--- src/rtl/ram_sync.sv ---
// ram_sync: single-clock RAM with one write port, one registered read port
// and a built-in clear sequencer. After reset, every word is swept to
// CLEAR_VALUE. Until the sweep finishes, busy is high and user traffic is ignored.
module ram_sync #(
    parameter int                    DATA_WIDTH  = 8,
    parameter int                    ADDR_WIDTH  = 8,
    parameter int                    DEPTH       = 256,
    parameter logic [DATA_WIDTH-1:0] CLEAR_VALUE = '0,
    parameter int                    BYPASS      = 1
) (
    input  logic                  clock,
    input  logic                  reset,
    input  logic                  rd_en,
    input  logic [ADDR_WIDTH-1:0] rd_address,
    output logic [DATA_WIDTH-1:0] rd_data,
    output logic                  rd_valid,
    input  logic                  wr_en,
    input  logic [ADDR_WIDTH-1:0] wr_address,
    input  logic [DATA_WIDTH-1:0] wr_data,
    output logic                  busy
);

    localparam logic [0:0] ST_CLEAR = 1'b0;
    localparam logic [0:0] ST_READY = 1'b1;

    // Index width is just wide enough for DEPTH words. Because DEPTH never
    // exceeds 2^ADDR_WIDTH, this width is never wider than the address.
    localparam int IDX_WIDTH = (DEPTH > 1) ? $clog2(DEPTH) : 1;

    localparam logic [ADDR_WIDTH:0] DEPTH_EXT = (ADDR_WIDTH+1)'(DEPTH);
    localparam logic [ADDR_WIDTH:0] LAST_PTR  = (ADDR_WIDTH+1)'(DEPTH - 1);

    logic [0:0]            state;
    logic [ADDR_WIDTH:0]   clr_ptr;
    logic [DATA_WIDTH-1:0] mem [0:DEPTH-1];

    logic                  wr_in_range;
    logic                  rd_in_range;
    logic                  same_address;
    logic [IDX_WIDTH-1:0]  wr_idx;
    logic [IDX_WIDTH-1:0]  rd_idx;
    logic [IDX_WIDTH-1:0]  clr_idx;

    assign wr_in_range  = {1'b0, wr_address} < DEPTH_EXT;
    assign rd_in_range  = {1'b0, rd_address} < DEPTH_EXT;
    assign same_address = (wr_address == rd_address);
    assign wr_idx       = wr_address[IDX_WIDTH-1:0];
    assign rd_idx       = rd_address[IDX_WIDTH-1:0];
    assign clr_idx      = clr_ptr[IDX_WIDTH-1:0];
    assign busy         = (state == ST_CLEAR);

    // Clear sequencer: reset restarts the sweep; the edge that clears the last word enters READY
    always_ff @(posedge clock) begin
        if (reset) begin
            state   <= ST_CLEAR;
            clr_ptr <= '0;
        end else if (state == ST_CLEAR) begin
            clr_ptr <= clr_ptr + 1'b1;
            if (clr_ptr == LAST_PTR) begin
                state <= ST_READY;
            end
        end
    end

    // Memory array: the clear sweep owns the write port until READY; out-of-range user writes are dropped
    always_ff @(posedge clock) begin
        if (!reset) begin
            if (state == ST_CLEAR) begin
                mem[clr_idx] <= CLEAR_VALUE;
            end else if (wr_en && wr_in_range) begin
                mem[wr_idx] <= wr_data;
            end
        end
    end

    // Registered read port: one-cycle latency; data holds when idle; same-address forwarding follows BYPASS
    always_ff @(posedge clock) begin
        if (reset) begin
            rd_valid <= 1'b0;
            rd_data  <= '0;
        end else if (state == ST_READY && rd_en) begin
            rd_valid <= 1'b1;
            if (!rd_in_range) begin
                rd_data <= CLEAR_VALUE;
            end else if (BYPASS != 0 && wr_en && same_address) begin
                rd_data <= wr_data;
            end else begin
                rd_data <= mem[rd_idx];
            end
        end else begin
            rd_valid <= 1'b0;
        end
    end

endmodule

--- config.mk ---
export PLATFORM = sky130hd
export DESIGN_NAME = ram_sync
export DESIGN_NICKNAME = d
export VERILOG_FILES = /design/src/rtl/ram_sync.sv
export SDC_FILE = /design/constraint.sdc
export NUM_CORES = 2
export LEC_CHECK = 0
export BUFFER_PORTS_ARGS = -buffer_cell sky130_fd_sc_hd__buf_2
export CAP_MARGIN = 20
export CORE_AREA = 4 4 528 530
export DETAILED_ROUTE_END_ITERATION = 10
export DIE_AREA = 0 0 532 534
export PLACE_DENSITY = 0.48
export SETUP_SLACK_MARGIN = 0.1
export SYNTH_ARGS = -nofsm -noshare
export SYNTH_HDL_FRONTEND = slang
export SYNTH_SLANG_ARGS = --single-unit
--- constraint.sdc ---
create_clock -name clock -period 8.5 [get_ports clock]
set_input_delay 2.55 -clock clock [delete_from_list [all_inputs] [get_ports clock]]
set_output_delay 2.55 -clock clock [all_outputs]
set_load 0.05 [all_outputs]
==> results.txt <==
* Endpoint class of the critical path: flop
* Count of max-cap constraint violations: 0
* Number of storage elements in the synthesis netlist: 2067
* Total leakage power: between 30 and 40 nW
- Yosys warning count: 0
- In the layout the commonest cells are 2048 x edfxtp_1, 344 x mux4_2, 321 x nor2_1, 220 x mux2i_1, 220 x clkbuf_16.
* Syn_area_per_cell: 19.8 µm²
- Final layout net count: 4278
- After synthesis, the share of flip-flops with an asynchronous set or reset is 0%.
- The H-tree generated during clock tree synthesis spans 4 levels.
* Vias: between 40000 and 50000
- Setup violations remaining at the end of the flow were counted as 0.
- Summing all multi-input logic gate instances after layout gives around 18000 µm².
- Number of antenna violations at the first check in global routing: 16
- Post-synth EDFFs: 2048
* Minimum setup slack among reg-to-reg paths: ~4.0 ns
* Transition at the pin with the smallest max-transition slack: 1.11 ns
- Kind of start point of the critical path: input pin
- Antenna viol nets, final: 0
- Relative slew slack: 25.7%
* Fmax achieved: 175 MHz
- Post-route clock period utilization: between 60% and 70%
* Initial DRC Count: 4879
* Power, Total: 21.3 mW
- The worst hold path was traced through 2 stages.
- Class of the most critical setup path: in2reg
* Horiz. Die Dim: 532 µm
- Post-DR wirelength/cell: between 30 and 40 µm
- Largest net degree at the start of global routing: 150
- Final instance area: 93200 µm²
* Critical register-to-register path startpoint: state
- During I/O placement, the number of pins put on the boundary was 38.
- # rows: 192
* Core occupancy in the finished layout: between 30% and 40%
- For the worst setup path, the data required time is 9.29 ns.
- Minimum clock period after layout: 5.73 ns
- DIE HEIGHT: 534 µm
- Leaving out fill and tap cells, the most frequent cell in the layout is edfxtp_1.
* Post-route DRC violation count: 0
- The max-slew violation total from the final report is 0.
- Min-Delay Path Class: reg2reg
- Counting cells, the worst reg-to-reg path comes to 6.
- Sequential cells were found to cover 75.5% of the synthesized design area.
- Clock-pin slew was measured on the worst setup and hold paths at about 0.060 ns.
- Number of buffers inserted during clock tree synthesis: 219
- The run finished with clean final reports.
* Global route overflow: 0
- The endpoint identified for the worst register-to-register timing path is mem[130][5].
- Setup repair after global routing left no endpoint under its margin.
- Global-route wire length before repair: 348000 µm
- In this run the deepest clock path goes through 3 buffers.
- Area used by sequential logic in the layout: 61900 µm²
- Via-per-instance ratio: 5.25
- The worst-case IR drop observed on VDD is 0.000218 V.
* DPL Wire Length: 153000 µm
- Area of the mapped netlist: around 82000 µm²
- The initial utilization of the core area, before any placement, comes to 30.0%.
* Clock sinks: 2067
- Total core area: 273000 µm²
- Summed over all failing endpoints, the final setup total negative slack is 0 ns.
- At the end of routability-driven placement, the weighted congestion stood at between 0.8 and 0.9.
- Number of input and output port buffers inserted: 37
- Die footprint: between 200000 and 300000 µm²
- Post-synthesis cell count: 4131
* Setup skew after layout: 0.0505 ns
- The clock reaches the later pin of the worst-skew pair after a little under 0.9 ns.
- Total Routing Usage GR: 17.2%
* Leading register cell type out of synthesis: edfxtp_1
* Post-Synthesis Net Count: 4161
* Crit-path max FO: 84
- Start point of the worst min-delay path: clr_ptr[8]
* Hold-fix buffer count after cts: 0
- CTS resizes: 0
- Post-placement cell area: 86000 µm²
- The first detailed-routing pass took 5 iterations.
* Fraction of final layout cells with drive strength greater than 1: 19.5%
* Critical path data arrival time: roughly 6.5 ns
* Layout overhead on the synthesized area: 13.7%
- The layout has 25700 filler cells.
* Number of distinct library cells after synthesis: between 70 and 80
- TritonCTS built the clock tree.
- The final hold violation count was 0.
* Setup Fix Bufs, Post-CTS: 0
- Tracing the worst setup path back leads to its startpoint at rd_address[0].
* Worst hold path endpoint: clr_ptr[8]
- The cell sitting at the root of the clock tree is a clkbuf_16.
- Aggregate routed wire length: 249000 µm
- For this design the ratio of total power to cell area is 228 nW/µm².
* Number of global-route vias before repair: around 42000
## report_power, final
group	internal (mW)	switching [mW]	total [mW]	leakage [nW]
Clock	5.43	4.05	9.49	3.45
Sequential	11.0	0.00499	11.0	22.7
Combinational	0.244	0.514	0.759	6.82
## worst max-delay path: stages
cell and delay (ns):
buf_8 0.50, buf_12 0.57, mux4_1 0.49, o32ai_1 0.10, or3_1 0.33, nor4_1 0.52
o221ai_1 0.36, or4b_1 0.62, o21ai_1 0.16
## per-layer routing
layer,share of wire (%),GRT usage (%)
met1,43,23.9
met2,47,26.9
met3,6.8,3.29
met5,0,0
met4,3.4,5.99
## synthesized netlist by cell type (all sizes together) (3+ instances only)
library cell / count / share of area, %
a311o: 3 / 0.037
a22o: 4 / 0.043
a22oi: 90 / 0.83
xor2: 6 / 0.064
buf: 168 / 1.8
a31oi: 20 / 0.15
o22ai: 38 / 0.29
o311a: 3 / 0.037
o2111ai: 10 / 0.11
xnor2: 9 / 0.096
nand3: 68 / 0.42
nand3b: 20 / 0.18
mux2i: 220 / 2.7
o31ai: 7 / 0.064
dfxtp: 19 / 0.46
a32oi: 6 / 0.064
nor4: 9 / 0.069
nand2: 187 / 0.86
o32ai: 9 / 0.096
a2111oi: 10 / 0.11
or2: 3 / 0.023
a221oi: 11 / 0.13
nand4: 12 / 0.092
o21ai: 36 / 0.22
nand2b: 12 / 0.092
and3: 16 / 0.12
a21oi: 54 / 0.33
nor3: 28 / 0.17
edfxtp: 2048 / 75
clkbuf: 81 / 0.38
nor2: 323 / 1.5
or4b: 3 / 0.037
a211oi: 21 / 0.19
a311oi: 10 / 0.11
o211ai: 13 / 0.12
or3: 12 / 0.092
o221ai: 20 / 0.21
mux4: 408 / 12
inv: 8 / 0.037
mux2: 34 / 0.47
and2: 24 / 0.18
nor2b: 17 / 0.13
## final cells by class
cell class / instances / share of cell area (%)
Clock buffer: 264 / 6.09
Timing Repair Buffer: 146 / 1.42
Clock inverter: 143 / 1.55
Inverter: 10 / 0.0430
Tap cell: 3589 / 4.82
Antenna cell: 12 / 0.0322
Sequential cell: 2067 / 66.4
Multi-Input combinational cell: 1804 / 19.6
## worst max path at each step
stage,to,slack [ns],depth (start not counted)
6_report,rd_data[1],2.77,9
5_1_grt,rd_data[1],2.79,9
3_3_place_gp,mem[128][3],1.73,6
4_1_cts,mem[130][0],2.56,6
2_1_floorplan,mem[0][2],0.85,6
3_5_place_dp,mem[130][5],1.62,6
## sequential cells by signal, summed over array words and instances (netlist names)
| name | flops |
|---|---|
| clr_ptr | 9 |
| mem | 2048 |
| rd_data | 8 |
| rd_valid | 1 |
| state | 1 |
## cell families after synthesis
group / after synthesis / synth area share, %
DFF: 2067 / 75.5
and+or+nand+nor: 748 / 4.10
muxes: 662 / 14.7
AOI/OAI and AO/OA: 377 / 3.27
buffers and inverters: 260 / 2.25
xor gates and xnor gates: 15 / 0.160
adders and majority gates: 2 / 0.0305
## per-stage QoR
step                worst slack [ns]  hold WS, ns  std cells
CTS                             2.56        0.495       8022
finish                          2.77        0.495       8035
floorplan                      0.848        0.454       4131
detailed placement              1.62        0.481       7615
global route                    2.79        0.543       8032
global placement                1.73        0.466       7612
Power figures use the tool's default switching activity.
